File: config.mk
export PLATFORM = sky130hd
export DESIGN_NAME = seg7_scan_ctrl
export DESIGN_NICKNAME = d
export VERILOG_FILES = /design/src/rtl/seg7_pkg.sv /design/src/rtl/seg7_scan_ctrl_slot_timer.sv /design/src/rtl/seg7_scan_ctrl.sv
export SDC_FILE = /design/constraint.sdc
export NUM_CORES = 1
export LEC_CHECK = 0
export CORE_ASPECT_RATIO = 0.5
export CORE_MARGIN = 2
export CORE_UTILIZATION = 35
export DETAILED_ROUTE_END_ITERATION = 16
export HOLD_SLACK_MARGIN = 0.1
export PLACE_DENSITY_LB_ADDON = 0.2
export SYNTH_ARGS = -nofsm -noshare
export SYNTH_HDL_FRONTEND = slang
export SYNTH_SLANG_ARGS = --single-unit
export TNS_END_PERCENT = 1
File: constraint.sdc
create_clock -name clk -period 2.9 [get_ports clk]
set_input_delay 0.435 -clock clk [delete_from_list [all_inputs] [get_ports clk]]
set_output_delay 0.435 -clock clk [all_outputs]
set_load 0.02 [all_outputs]
File: src/rtl/seg7_pkg.sv
// Shared types, constants and helpers for the 7-segment scan controller.
// Leading-zero blanking helper is used only when SEG7_SCAN_LZB_EN is defined.
package seg7_pkg;

  localparam logic [3:0] SEG7_BLANK = 4'hF;

  typedef enum logic [1:0] {
    IDLE = 2'd0,
    ON   = 2'd1,
    GAP  = 2'd2
  } seg7_state_e;

  // Observation bundle: scanner state, active digit index, pending flag.
  typedef struct packed {
    seg7_state_e state;
    logic [3:0]  idx;
    logic        pend_vld;
  } seg7_dbg_t;

  // Bit i set when digit i (i>0) and every digit above it are zero.
  // Frame is zero-extended to 16 digits; digits >= 'digits' are ignored.
  function automatic logic [15:0] seg7_lzb_mask(input logic [63:0] frame,
                                                input int digits);
    logic [15:0] m;
    logic        zero_above;
    m          = '0;
    zero_above = 1'b1;
    for (int i = 15; i >= 1; i--) begin
      if (i < digits) begin
        zero_above = zero_above && (frame[4*i +: 4] == 4'd0);
        m[i]       = zero_above;
      end
    end
    return m;
  endfunction

endpackage

File: src/rtl/seg7_scan_ctrl_slot_timer.sv
// Loadable down-counter timing the ON and GAP slots of the scanner.
// done is high while the count sits at zero (last cycle of a slot).
module seg7_slot_timer #(
  parameter int W = 4
) (
  input  logic         clk,
  input  logic         rst_n,
  input  logic         clr,
  input  logic         load,
  input  logic [W-1:0] load_val,
  output logic         done
);

  logic [W-1:0] cnt;

  // Clear wins over load; otherwise count down and stick at zero.
  always_ff @(posedge clk) begin
    if (!rst_n || clr) begin
      cnt <= '0;
    end else if (load) begin
      cnt <= load_val;
    end else if (cnt != '0) begin
      cnt <= cnt - 1'b1;
    end
  end

  assign done = (cnt == '0);

endmodule

File: src/rtl/seg7_scan_ctrl.sv
// Time-multiplexed 7-segment scan controller with double-buffered frames.
// Optional feature: define SEG7_SCAN_LZB_EN for leading-zero blanking.
//
// Load strobe: 'load' is a single-cycle write with no back-pressure; bcd/dot
// are captured on that cycle into the pending buffer (last write wins). The
// pending frame is copied to the displayed frame only when the scanner enters
// ON for digit 0; a load on that exact cycle bypasses straight to display.
module seg7_scan_ctrl
  import seg7_pkg::*;
#(
  parameter int DIGITS     = 4,
  parameter int ON_CYCLES  = 1000,
  parameter int GAP_CYCLES = 16
) (
  input  logic                clk,
  input  logic                rst_n,
  input  logic                en,
  input  logic                load,
  input  logic [DIGITS*4-1:0] bcd,
  input  logic [DIGITS-1:0]   dot,
  output logic [3:0]          seg_bcd,
  output logic                seg_dot,
  output logic [DIGITS-1:0]   digit_sel,
  output logic                frame_start,
  output logic                update_ack,
  output seg7_dbg_t           dbg
);

  localparam int IW   = (DIGITS > 1) ? $clog2(DIGITS) : 1;
  localparam int MAXC = (ON_CYCLES > GAP_CYCLES) ? ON_CYCLES : GAP_CYCLES;
  localparam int TW   = $clog2(MAXC) + 1;
  localparam logic [TW-1:0] ON_LD  = TW'(ON_CYCLES - 1);
  localparam logic [TW-1:0] GAP_LD = TW'((GAP_CYCLES > 0) ? GAP_CYCLES - 1 : 0);
  localparam logic [DIGITS-1:0] SEL0 = DIGITS'(1);

  seg7_state_e          state;
  logic [IW-1:0]        idx;
  logic [DIGITS*4-1:0]  disp_bcd, pend_bcd, nxt_bcd;
  logic [DIGITS-1:0]    disp_dot, pend_dot, nxt_dot;
  logic                 pend_vld;

  logic                 tmr_done, tmr_load;
  logic [TW-1:0]        tmr_val;
  logic                 on_entry, gap_entry, apply;
  logic [IW-1:0]        on_idx, idx_next;
  logic [3:0]           shown_bcd;
`ifdef SEG7_SCAN_LZB_EN
  logic [15:0]          lzb;
`endif

  seg7_slot_timer #(.W(TW)) u_timer (
    .clk      (clk),
    .rst_n    (rst_n),
    .clr      (!en),
    .load     (tmr_load),
    .load_val (tmr_val),
    .done     (tmr_done)
  );

  // Decide the next slot, the frame to show after a possible apply, and the
  // code presented for the digit being entered.
  always_comb begin
    idx_next  = (idx == IW'(DIGITS - 1)) ? '0 : idx + 1'b1;
    on_entry  = 1'b0;
    gap_entry = 1'b0;
    on_idx    = idx;
    if (en) begin
      case (state)
        IDLE: begin
          on_entry = 1'b1;
          on_idx   = '0;
        end
        ON: begin
          if (tmr_done) begin
            if (GAP_CYCLES == 0) begin
              on_entry = 1'b1;
              on_idx   = idx_next;
            end else begin
              gap_entry = 1'b1;
            end
          end
        end
        GAP: begin
          if (tmr_done) begin
            on_entry = 1'b1;
            on_idx   = idx_next;
          end
        end
        default: begin
          on_entry = 1'b0;
        end
      endcase
    end
    apply    = on_entry && (on_idx == '0);
    tmr_load = on_entry || gap_entry;
    tmr_val  = on_entry ? ON_LD : GAP_LD;
    nxt_bcd  = disp_bcd;
    nxt_dot  = disp_dot;
    if (apply && load) begin
      nxt_bcd = bcd;
      nxt_dot = dot;
    end else if (apply && pend_vld) begin
      nxt_bcd = pend_bcd;
      nxt_dot = pend_dot;
    end
    shown_bcd = nxt_bcd[4*on_idx +: 4];
`ifdef SEG7_SCAN_LZB_EN
    lzb = seg7_lzb_mask(64'(nxt_bcd), DIGITS);
    if (lzb[on_idx]) shown_bcd = SEG7_BLANK;
`endif
  end

  // Scanner FSM, frame buffers and registered display outputs.
  always_ff @(posedge clk) begin
    if (!rst_n) begin
      state       <= IDLE;
      idx         <= '0;
      disp_bcd    <= {DIGITS{SEG7_BLANK}};
      disp_dot    <= '0;
      pend_bcd    <= {DIGITS{SEG7_BLANK}};
      pend_dot    <= '0;
      pend_vld    <= 1'b0;
      digit_sel   <= '0;
      seg_bcd     <= SEG7_BLANK;
      seg_dot     <= 1'b0;
      frame_start <= 1'b0;
      update_ack  <= 1'b0;
    end else begin
      frame_start <= 1'b0;
      update_ack  <= 1'b0;
      if (load) begin
        pend_bcd <= bcd;
        pend_dot <= dot;
        pend_vld <= 1'b1;
      end
      if (apply) begin
        disp_bcd    <= nxt_bcd;
        disp_dot    <= nxt_dot;
        pend_vld    <= 1'b0;
        update_ack  <= load || pend_vld;
        frame_start <= 1'b1;
      end
      if (!en) begin
        state     <= IDLE;
        idx       <= '0;
        digit_sel <= '0;
        seg_bcd   <= SEG7_BLANK;
        seg_dot   <= 1'b0;
      end else if (on_entry) begin
        state     <= ON;
        idx       <= on_idx;
        digit_sel <= SEL0 << on_idx;
        seg_bcd   <= shown_bcd;
        seg_dot   <= nxt_dot[on_idx];
      end else if (gap_entry) begin
        state     <= GAP;
        digit_sel <= '0;
        seg_bcd   <= SEG7_BLANK;
        seg_dot   <= 1'b0;
      end
    end
  end

  assign dbg.state    = state;
  assign dbg.idx      = 4'(idx);
  assign dbg.pend_vld = pend_vld;

endmodule
==> metrics.csv <==
stage,metric,value,unit
worst_setup_path,nature_of_the_critical_path_endpoint,flop,
finish,final_util,0.469,
placement,gp_congestion,0.852,
timing,final_max_slew_viol_count,0,
finish,antenna_cells_inserted,0,
timing,setup_viol,0,
synthesis,ys_async_sr_fraction,0,
timing,report.final.hold_viol_count,0,
synthesis,synth_area_leader_cell,sky130_fd_sc_hd__dfxtp_1,
global_route,first_global_vias,2719,
synthesis,yosysUniqueCellTypes,63,
clocking,tritoncts_clock_tree,yes,
timing,finClkSkew,7.19,ps
global_route,maximum_number_of_pins_on_one_net_before_global_route_repair,35,
finish,area_occupied_by_multi_input_gates,1770,µm²
worst_setup_path,crit_path_top_delay_cell,sky130_fd_sc_hd__or4b_1,
drt,drt_wl_total,8570,µm
finish,layout.nets,464,
worst_setup_path,worst-endpoint-required,3110,ps
placement,detailedPlacementHpwl,6060,µm
floorplanning,die_ar,10100,µm²
global_route,grt_util_all_layers,0.178,
floorplanning,io-pin-count,42,
drt,number_of_design_rule_violations_left_after_detail_routing,0,
clocking,insertion_delay,340,ps
floorplanning,initial_utilization,0.367,
drt,detail-route-antenna-nets,0,
drt,routedWlPerCell,15.3,µm
pwr,leakagePower,1.62,nW
worst_setup_path,slowest_delay,580,ps
synthesis,syn_inst,388,
drt,drtIter0Drc,160,
timing,slew_margin_rel,0.607,
clocking,clock_tree.root_cell,sky130_fd_sc_hd__clkbuf_16,
worst_setup_path,critPathArrivalTime,2930,ps
hold_path,min-delay-path-class,reg -> reg,
floorplanning,die_w,140,µm
clocking,resized_cells_post_cts,0,
floorplanning,placement_row_count,24,
floorplanning,floorplan.core_area,8860,µm²
synthesis,yosysWarningCount,0,
clocking,post_cts_buffers,0,
clocking,cts.reportedPaths.clkPinSlew,50,ps
worst_setup_path,crit_type,reg -> reg,
worst_setup_path,critical_path.startpoint,u_timer.cnt[0]$_SDFFE_PN0P_,
timing,rsz_0062_raised_after_global_routing,no,
worst_setup_path,critical_path_peak_fanout,13,
synthesis,fraction_of_synthesized_cell_area_taken_by_the_top_area_cell_type,0.412,
timing,post_route_setup_tns,0,ps
run_status,outcome,"complete, no violations",
flow_run,timing.max_cap.violations,0,
finish,flow.area_growth_from_synthesis,27.8,%
worst_setup_path,timing.rr.start,u_timer.cnt[0]$_SDFFE_PN0P_,
finish,fillers,877,
finish,layout-drive-gt1-share,0.136,
synthesis,synth_sequential_area_ratio,0.412,
timing,worstMarginPinSlew,589,ps
synthesis,syn_area,3250,µm²
global_route,antenna_violations_before_repair,0,
synthesis,synth-main-ff-cell,sky130_fd_sc_hd__dfxtp_1,
timing,maxClockFrequency,369,MHz
hold_path,holdCritStartpoint,digit_sel[0]$_SDFFE_PN0P_,
drt,drt_pre_antenna_iters,4,
global_route,global_route.overflow_total,0,
drt,vias,2917,
pwr,max-vdd-ir-drop,0.292,mV
timing,period_minus_slack,2710,ps
clocking,postCtsHoldBufs,0,
synthesis,post_synth_main_area_contributors,"sky130_fd_sc_hd__dfxtp_1, sky130_fd_sc_hd__a21oi_1, sky130_fd_sc_hd__nand2_1, sky130_fd_sc_hd__nor2_1, sky130_fd_sc_hd__mux2i_1",
synthesis,count_of_flip_flops_with_a_built_in_enable_after_synthesis,0,
placement,port-buffer-count,39,
worst_setup_path,worstSetupStartpointType,flop,
finish,sequential_cell_area,1340,µm²
worst_setup_path,worstPathCellList,inv_1 > ha_1 > or4b_1 > nor4_4 > mux2i_1 > buf_4 > mux2_2 > o221ai_1 > o211ai_1,
clocking,cts_buffer_depth,2,
global_route,grt_first_pass_wirelength,13900,µm
floorplanning,die_y,72.2,µm
clocking,cts-buffers-inserted,9,
timing,period_share,0.936,
clocking,h_tree_levels,3,
synthesis,synth-seq-cells,67,
pwr,powerDensity,612,nW/µm²
clocking,cts_num_sinks,67,
drt,via_per_inst,5.22,
synthesis,syn-mean-instance-area,8.38,µm²
==> logic make-up after synthesis <==
group | after synthesis | share of synthesized area
adder cells (fa/ha/maj) | 3 | 0.0115
buffers and inverters | 32 | 0.0435
AND/OR/NAND/NOR | 153 | 0.235
other | 1 | 0.00115
multiplexers | 18 | 0.0608
AO/OA/AOI/OAI | 109 | 0.222
flip-flops | 67 | 0.412
XOR/XNOR | 5 | 0.0135
==> path summary, 6_finish.rpt <==
path	slack, ps	to	cells past startpoint
worst max-delay path	190	seg_bcd[1]$_SDFFE_PN1P_	9
worst min-delay path	440	digit_sel[0]$_SDFFE_PN0P_	2
worst max register to register	190	seg_bcd[1]$_SDFFE_PN1P_	9
worst min register to register	440	digit_sel[0]$_SDFFE_PN0P_	2
==> metrics by stage <==
| step | cells | worst slack, ps | total power [mW] | instance area [µm²] | hold slack [ps] |
|---|---|---|---|---|---|
| after global placement | 543 | 103 | 1.43 | 3840 | 440 |
| after global routing | 559 | 42.0 | 2.67 | 4160 | 480 |
| after CTS | 559 | 180 | 2.57 | 4160 | 447 |
| after floorplan | 389 | 337 | 1.28 | 3260 | 437 |
| final | 559 | 186 | 2.54 | 4160 | 441 |
| after detailed placement | 543 | 89.3 | 1.43 | 3840 | 438 |
==> cell usage in the layout (no fill, tap or decap), drive strengths merged, types with 5 or more instances in the layout <==
master / instances
a31oi: 5
o31ai: 8
o211ai: 7
nand2: 45
o22a: 5
buf: 23
dfxtp: 67
a21oi: 34
nor2: 43
clkbuf: 12
mux2: 8
nand2b: 9
mux2i: 10
o21ai: 20
nor2b: 13
nand3: 9
nor3: 10
clkdlybuf4s50: 38
inv: 8
==> report_power, final <==
group / switching [mW] / internal, mW
Sequential: 0.0376 / 0.969
Combinational: 0.225 / 0.183
Clock: 0.397 / 0.732
Total: 0.659 / 1.88
==> cell type report <==
type,instances,area share
inverters,8,0.00723
clock buffers,12,0.0641
clock inverters,4,0.0114
flip-flops and latches,67,0.323
multi-input cells,290,0.427
repair buffers,61,0.132
well taps,117,0.0352
==> Yosys cell counts, types with 5 or more instances <==
cell,instances
sky130_fd_sc_hd__a21oi_1,34
sky130_fd_sc_hd__a31oi_1,5
sky130_fd_sc_hd__clkbuf_1,17
sky130_fd_sc_hd__dfxtp_1,67
sky130_fd_sc_hd__inv_1,7
sky130_fd_sc_hd__mux2_2,6
sky130_fd_sc_hd__mux2i_1,10
sky130_fd_sc_hd__nand2_1,45
sky130_fd_sc_hd__nand2b_1,8
sky130_fd_sc_hd__nand3_1,9
sky130_fd_sc_hd__nor2_1,42
sky130_fd_sc_hd__nor2b_1,13
sky130_fd_sc_hd__nor3_1,9
sky130_fd_sc_hd__o211ai_1,7
sky130_fd_sc_hd__o21ai_0,20
sky130_fd_sc_hd__o22a_1,5
sky130_fd_sc_hd__o31ai_1,8
==> routing by layer <==
metal	vias up	share of wire	GRT usage
met2	42	0.43	0.285
met1	1375	0.52	0.235
met4	0	0.010	0.0572
met3	9	0.040	0.0521
met5	-	0	0
li1	1491	-	-
==> registers in the layout, summed over array words and instances (netlist names) <==
signal,cells
frame_start,1
idx,2
update_ack,1
digit_sel,4
pend_dot,4
state,2
u_timer.cnt,11
disp_bcd,16
pend_vld,1
pend_bcd,16
disp_dot,4
seg_dot,1
seg_bcd,4
==> critical path: cells and delay by family (launching register included) <==
family / cells / cell delay (ps)
buf+inv: 2 / 350
compound gates: 2 / 260
mux: 2 / 590
fa+ha+maj: 1 / 170
simple gates: 2 / 880
flops: 1 / 320
Power figures use the tool's default switching activity.
